$ cat config.mk
export PLATFORM = sky130hd
export DESIGN_NAME = multicycle_control_unit
export DESIGN_NICKNAME = d
export VERILOG_FILES = /design/src/rtl/multicycle_control_unit.sv
export SDC_FILE = /design/constraint.sdc
export NUM_CORES = 1
export LEC_CHECK = 0
export BUFFER_PORTS_ARGS = -buffer_cell sky130_fd_sc_hd__buf_2
export CAP_MARGIN = 5
export CORE_MARGIN = 4
export CORE_UTILIZATION = 36
export DETAILED_ROUTE_END_ITERATION = 10
export PLACE_DENSITY_LB_ADDON = 0.25
export REMOVE_ABC_BUFFERS = 1
export SKIP_CTS_REPAIR_TIMING = 1
export SYNTH_ARGS = -nofsm -noshare
export SYNTH_HDL_FRONTEND = slang
export SYNTH_SLANG_ARGS = --single-unit
$ cat constraint.sdc
create_clock -name clk -period 4.1 [get_ports clk]
set_input_delay 0.82 -clock clk [delete_from_list [all_inputs] [get_ports clk]]
set_output_delay 0.82 -clock clk [all_outputs]
set_load 0.03 [all_outputs]
$ cat src/rtl/multicycle_control_unit.sv
// Multi-cycle RV32I control FSM: FETCH/DECODE/EXECUTE(/MEM) sequencing with a bus timeout.
// Define ILLEGAL_TRAP_EN to halt on unknown opcodes; otherwise they execute as a NOP.
module multicycle_control_unit #(
  parameter int unsigned TIMEOUT_CYCLES = 16
) (
  input  logic        clk,
  input  logic        reset,
  input  logic [31:0] instrCode,
  input  logic        busReady,
  output logic        pcEn,
  output logic        regFileWe,
  output logic [3:0]  aluControl,
  output logic        aluSrcMuxSel,
  output logic [2:0]  RFWDSrcMuxSel,
  output logic        branch,
  output logic        jal,
  output logic        jalr,
  output logic        busReq,
  output logic        busWe,
  output logic        busError,
  output logic        illegalInstr
);

  localparam int unsigned CNT_W = (TIMEOUT_CYCLES > 0) ? $clog2(TIMEOUT_CYCLES + 1) : 1;

  localparam logic [6:0] OP_R  = 7'b0110011;
  localparam logic [6:0] OP_I  = 7'b0010011;
  localparam logic [6:0] OP_B  = 7'b1100011;
  localparam logic [6:0] OP_LU = 7'b0110111;
  localparam logic [6:0] OP_AU = 7'b0010111;
  localparam logic [6:0] OP_J  = 7'b1101111;
  localparam logic [6:0] OP_JL = 7'b1100111;
  localparam logic [6:0] OP_L  = 7'b0000011;
  localparam logic [6:0] OP_S  = 7'b0100011;

  localparam logic [3:0] ALU_ADD = 4'b0000;

  typedef enum logic [2:0] {
    S_FETCH,
    S_DECODE,
    S_EXECUTE,
    S_MEM,
    S_HALT
  } state_e;

  state_e           state_q, state_d;
  logic [CNT_W-1:0] cnt_q, cnt_d;

  logic [6:0] opcode;
  logic [2:0] funct3;
  logic       funct7_b5;
  logic       is_store;
  logic       timeout_hit;
  logic       unused_instr_bits;

  assign opcode            = instrCode[6:0];
  assign funct3            = instrCode[14:12];
  assign funct7_b5         = instrCode[30];
  assign is_store          = (opcode == OP_S);
  assign timeout_hit       = (TIMEOUT_CYCLES != 0) && (32'(cnt_q) == TIMEOUT_CYCLES - 1);
  assign unused_instr_bits = ^{instrCode[31], instrCode[29:15], instrCode[11:7]};

  // State and MEM wait counter
  always_ff @(posedge clk or posedge reset) begin
    if (reset) begin
      state_q <= S_FETCH;
      cnt_q   <= '0;
    end else begin
      state_q <= state_d;
      cnt_q   <= cnt_d;
    end
  end

  // Next state and datapath controls; the load write-back must see busReady in the same cycle
  always_comb begin
    state_d       = state_q;
    cnt_d         = '0;
    pcEn          = 1'b0;
    regFileWe     = 1'b0;
    aluControl    = ALU_ADD;
    aluSrcMuxSel  = 1'b0;
    RFWDSrcMuxSel = 3'd0;
    branch        = 1'b0;
    jal           = 1'b0;
    jalr          = 1'b0;
    busReq        = 1'b0;
    busWe         = 1'b0;
    busError      = 1'b0;
    illegalInstr  = 1'b0;

    case (state_q)
      S_FETCH:  state_d = S_DECODE;
      S_DECODE: state_d = S_EXECUTE;
      S_EXECUTE: begin
        state_d = S_FETCH;
        case (opcode)
          OP_R: begin
            regFileWe  = 1'b1;
            aluControl = {funct7_b5, funct3};
            pcEn       = 1'b1;
          end
          OP_I: begin
            regFileWe    = 1'b1;
            aluSrcMuxSel = 1'b1;
            aluControl   = {(funct3 == 3'b101) ? funct7_b5 : 1'b0, funct3};
            pcEn         = 1'b1;
          end
          OP_B: begin
            branch     = 1'b1;
            aluControl = {1'b0, funct3};
            pcEn       = 1'b1;
          end
          OP_LU: begin
            RFWDSrcMuxSel = 3'd2;
            regFileWe     = 1'b1;
            pcEn          = 1'b1;
          end
          OP_AU: begin
            RFWDSrcMuxSel = 3'd3;
            regFileWe     = 1'b1;
            pcEn          = 1'b1;
          end
          OP_J: begin
            jal           = 1'b1;
            RFWDSrcMuxSel = 3'd4;
            regFileWe     = 1'b1;
            pcEn          = 1'b1;
          end
          OP_JL: begin
            jal           = 1'b1;
            jalr          = 1'b1;
            RFWDSrcMuxSel = 3'd4;
            regFileWe     = 1'b1;
            pcEn          = 1'b1;
          end
          OP_L, OP_S: begin
            aluSrcMuxSel = 1'b1;
            state_d      = S_MEM;
          end
          default: begin
            illegalInstr = 1'b1;
`ifdef ILLEGAL_TRAP_EN
            state_d      = S_HALT;
`else
            pcEn         = 1'b1;
`endif
          end
        endcase
      end
      S_MEM: begin
        // Address/data path held on rs1+imm for the whole transaction
        busReq       = 1'b1;
        busWe        = is_store;
        aluSrcMuxSel = 1'b1;
        if (!is_store) RFWDSrcMuxSel = 3'd1;
        if (busReady) begin
          regFileWe = !is_store;
          pcEn      = 1'b1;
          state_d   = S_FETCH;
        end else if (timeout_hit) begin
          busError = 1'b1;
          pcEn     = 1'b1;
          state_d  = S_FETCH;
        end else begin
          cnt_d = cnt_q + CNT_W'(1);
        end
      end
      S_HALT:  illegalInstr = 1'b1;
      default: state_d = S_FETCH;
    endcase
  end

endmodule

# Yosys cells after proc, flatten, opt, wreduce, memory -nomap -nowiden
# Cells that the tools add are included.
classes:
  reduce_logical: 8
  shift: 0
  n_eq_ne: 16
  multipliers: 0
  div_mod_pow: 0
  muxes: 34
  bitwise: 1
  n_lt_le_gt_ge: 0
  n_addsub: 1
op_table:
  columns: ["op", "count"]
  rows:
  - ["$eq 7x6->1 const B", 3]
  - ["$eq 7x7->1 const B", 3]
  - ["$mux 1", 19]
  - ["$mux 5", 3]
  - ["$pmux 3 s5", 1]
  - ["$eq 7x5->1 const B", 2]
  - ["$pmux 4 s3", 1]
  - ["$pmux 3 s3", 1]
  - ["$reduce_or 9->1", 1]
  - ["$pmux 1 s2", 4]
  - ["$eq 7x2->1 const B", 1]
  - ["$eq 3x2->1 const B", 2]
  - ["$eq 3x3->1 const B", 2]
  - ["$mux 3", 2]
  - ["$pmux 3 s2", 1]
  - ["$reduce_or 6->1", 1]
  - ["$add 5x1->5 const B", 1]
  - ["$eq 5x4->1 const B", 1]
  - ["$mux 4", 1]
  - ["$reduce_or 2->1", 2]
  - ["$eq 3x1->1 const B", 1]
  - ["$logic_not 3->1", 1]
  - ["$ne 3x3->1 const B", 1]
  - ["$reduce_or 3->1", 1]
  - ["4 further kinds", 4]
totals:
  romBits: 0
  wordCells: 62
  memories: 0
  ram_bits: 0
  latchBits: 0
  in_bits: 35
  reg_bits: 8
  out_inout_bits: 17

# Depth between registers and ports, before layout
depth:
  ltp_word: 4
  mapped_depth: 5
  depth_no_buf: 4

# Worst setup path after synthesis
# No wires, ideal clock.
synth_path:
  kind: "input to output"
  start: "input instrCode[4]"
  end: "output regFileWe"
  setup_slack_ps: 1088
  required_ps: 3280
  stages: 3
  t_arrival_ps: 2192
  n_path_buf: 0
  cell_sequence: "nand2b_1 -> nor3_1 -> a311o_1"
synth_via:
  elab_chain_len: 4
  word_cells_on_any_way: 12
  cone_classes: "7 x eq/ne; 3 x mux; 2 x reduce/logical"
synth_rtl:
  columns: ["item", "line", "text"]
  rows:
  - ["start: declaration", "8", "input logic [31:0] instrCode,"]
  - ["$eq 7x7->1, or another cell as far along", "96", "case (opcode)"]
  - ["$reduce_or 6->1 (no line) / $logic_not 1->1 (equally long branches)", null, null]
  - ["$mux 1 (on tied branches)", "96, 156", null]
  - ["$pmux 1 s2 *", "91", "case (state_q)"]
  - ["end: declaration", "11", "output logic regFileWe,"]
# Mark *: on every way between the ends. The rest lies on a longest branch, timed or not.

# Worst setup path in the final report
layout_path:
  start: "input instrCode[3]"
  end: "output pcEn"
layout_via:
  elab_chain_len: 4
  word_cells_on_any_way: 5
  cone_classes: "2 x eq/ne; 2 x mux; 1 x reduce/logical"
layout_rtl:
  columns: ["item", "line", "text"]
  rows:
  - ["$eq 7x6->1 / $eq 7x2->1 (equally long branches)", "96", null]
  - ["$reduce_or 2->1 *", "96", null]
  - ["$mux 1 *", "96", null]
  - ["$pmux 1 s2 *", "91", null]
  - ["end: declaration", "10", "output logic pcEn,"]
# Marked as above.

==> impl_metrics.toml <==
[clocking]
clk_pin_slew_ns = 0.05
h-tree-depth = 1
clock_latency_ns = 0.25
cts_made_buffers = 3
cts_tree = "done"
cts-root-buf = "clkbuf_4"
cts_buffer_depth = 2
cts_sinks = 7

[global_route]
gr-usage-met1_pct = 20.7
top_usage_layer = "met1"
antenna_found_initial = 0
grtUsageMet3_pct = 4.51
grtUsageMet2_pct = 20.1
overflow = 0
grt_pass1_vias = 571
grt_usage_pct = 14.4
grt_max_degree = 10
grt_pass1_wl_um = 2350

[finish]
layout_common_cells = "buf_2, dfrtp_1, nor3_1"
n_antenna_cell = 0
area_growth_pct = 33.3
fin_nets = 140
final_common_cell = "buf_2"
drive_above_1_share_pct = 34.0

[critical_path]
crit_fanout = 5
crit_arrival_ns = 2.02
worstSetupEndpointType = "primary output"
crit_path_start_kind = "primary input"
worstPathRequired_ns = 3.28
worstSetupPathType = "in2out"

[power_and_ir_drop]
ir_worst_vdd_mv = 0.223
power_density_nw_per_um2 = 454
p_leak_nw = 0.402

[sta]
final-setup-viol-count = 0
slew_headroom_pct = 77.3
period_share_pct = 69.2
setup_slack_ns = 1.26
slew_viol_final = 0
skew_ns = 0.00187
finalSetupTns_ns = 0
max_slew.worst_pin.slew_ns = 0.340
timing.fmax_ghz = 0.352
period_needed_ns = 2.84
hold_viol_final = 0
rsz0062_at_grt = "no"

[outcome]
status = "finished clean"

[placed_design]
numPortBuffers = 30
dpl.hpwl_um = 1220
gp_congestion = 0.782
dp_slack_ns = 1.26

[detailed_routing]
via_count = 643
drt-total-wl_um = 1480
dr.pass1.iters = 4
via_per_inst = 5.40
ant_nets = 0
drc = 0
wl_per_cell_um = 12.5
drt_iter0_drc = 25

[synthesis]
synth_top_area_share_pct = 30.5
synth_area_leader_cell = "dfrtp_1"
synthTopCellsByArea = "dfrtp_1, nor3_1, nand3b_1, and2_1, nand3_1"
synth_compound_area_share_pct = 17.0
syn_area_um2 = 574
yosys_warnings = 0
synth_top_family_by_area = "simple AND/OR/NAND/NOR gates"
syn_inst = 70
ys_types = 33
synth_enable_flop_cells = 0
syn_avg_cell_area_um2 = 8.20
async_flop_share_pct = 100
synth_xor_area_share_pct = 3.05
ys.flop_type = "dfrtp_1"
ys_seq_area_share_pct = 30.5
synth_fa_ha_area_share_pct = 2.18
yosys.area_share.simple_pct = 43.1
synthMuxAreaShare_pct = 0
ys_ff_latch = 7

[floorplanning]
io_pins = 52
core_um2 = 1510
dieArea_um2 = 2300
die_w_um = 47.9
die_y_um = 47.9
start_util_pct = 38.1
rows = 14

[hold_path]
worstHoldPathType = "reg2reg"

[run]
drv_cap = 0
==> state kept, by name (all words and copies together), names as in the netlist <==
name and count:
cnt_q 5, state_q 2
==> cells by family (layout without fill, tap and decap cells) <==
kind of cell / after synthesis / in the layout
AND/OR/NAND/NOR: 43 / 43
AO/OA/AOI/OAI: 11 / 11
flip-flops: 7 / 7
buffers and inverters: 6 / 39
XOR/XNOR: 2 / 2
adder cells (fa/ha/maj): 1 / 1
==> per-layer routing <==
metal	share of wire (%)	vias up
li1	-	328
met1	47	286
met2	45	27
met3	7.0	2
met4	0.81	0
met5	0	-
==> cells in the mapped netlist (all sizes together), types with 2 or more instances <==
cell type  n
and2       4
and3       2
and3b      2
dfrtp      7
inv        5
nand2      5
nand2b     3
nand3      4
nand3b     4
nor2       5
nor3       6
nor4       2
==> final timing paths <==
| check | from | to | slack (ns) | cells past startpoint |
|---|---|---|---|---|
| setup reg to reg | cnt_q[0] | state_q[1] | 2.93 | 4 |
| min in group asynchronous | reset | cnt_q[1] | 0.49 | 2 |
| setup / recovery | instrCode[3] | pcEn | 1.26 | 5 |
| max in group asynchronous | reset | cnt_q[4] | 3.40 | 2 |
| hold / removal | cnt_q[0] | cnt_q[0] | 0.46 | 1 |
| hold reg to reg | cnt_q[0] | cnt_q[0] | 0.46 | 1 |
==> where the power goes <==
part           total (W)  internal (W)  switching, W
logic           0.000182     0.0000588      0.000123
registers       0.000105     0.0000826     0.0000225
clock network  0.0000605     0.0000370     0.0000235
total           0.000348      0.000179      0.000169
==> metrics by stage <==
stage	instances	hold WS, ns	power, W	area (um2)	util, %
final	119	0.460	0.000348	766	50.8
after global routing	119	0.485	0.000384	766	50.8
after CTS	119	0.464	0.000352	766	50.8
after detailed placement	115	0.458	0.000288	739	49.1
after global placement	115	0.449	0.000286	739	49.1
after floorplan	69	0.430	0.000232	569	-
==> critical path, cell delays in order <==
cell and delay [ns]:
buf_2 0.12, nand3b_1 0.25, or3_1 0.44, o211a_1 0.22, buf_2 0.17
==> cell type report <==
class	count	area [um2]
repair buffers	30	150
flip-flops and latches	7	175
clock buffers	4	26.3
fillers	157	741
multi-input cells	57	375
well taps	16	20.0
inverters	5	18.8
Power figures use the tool's default switching activity.
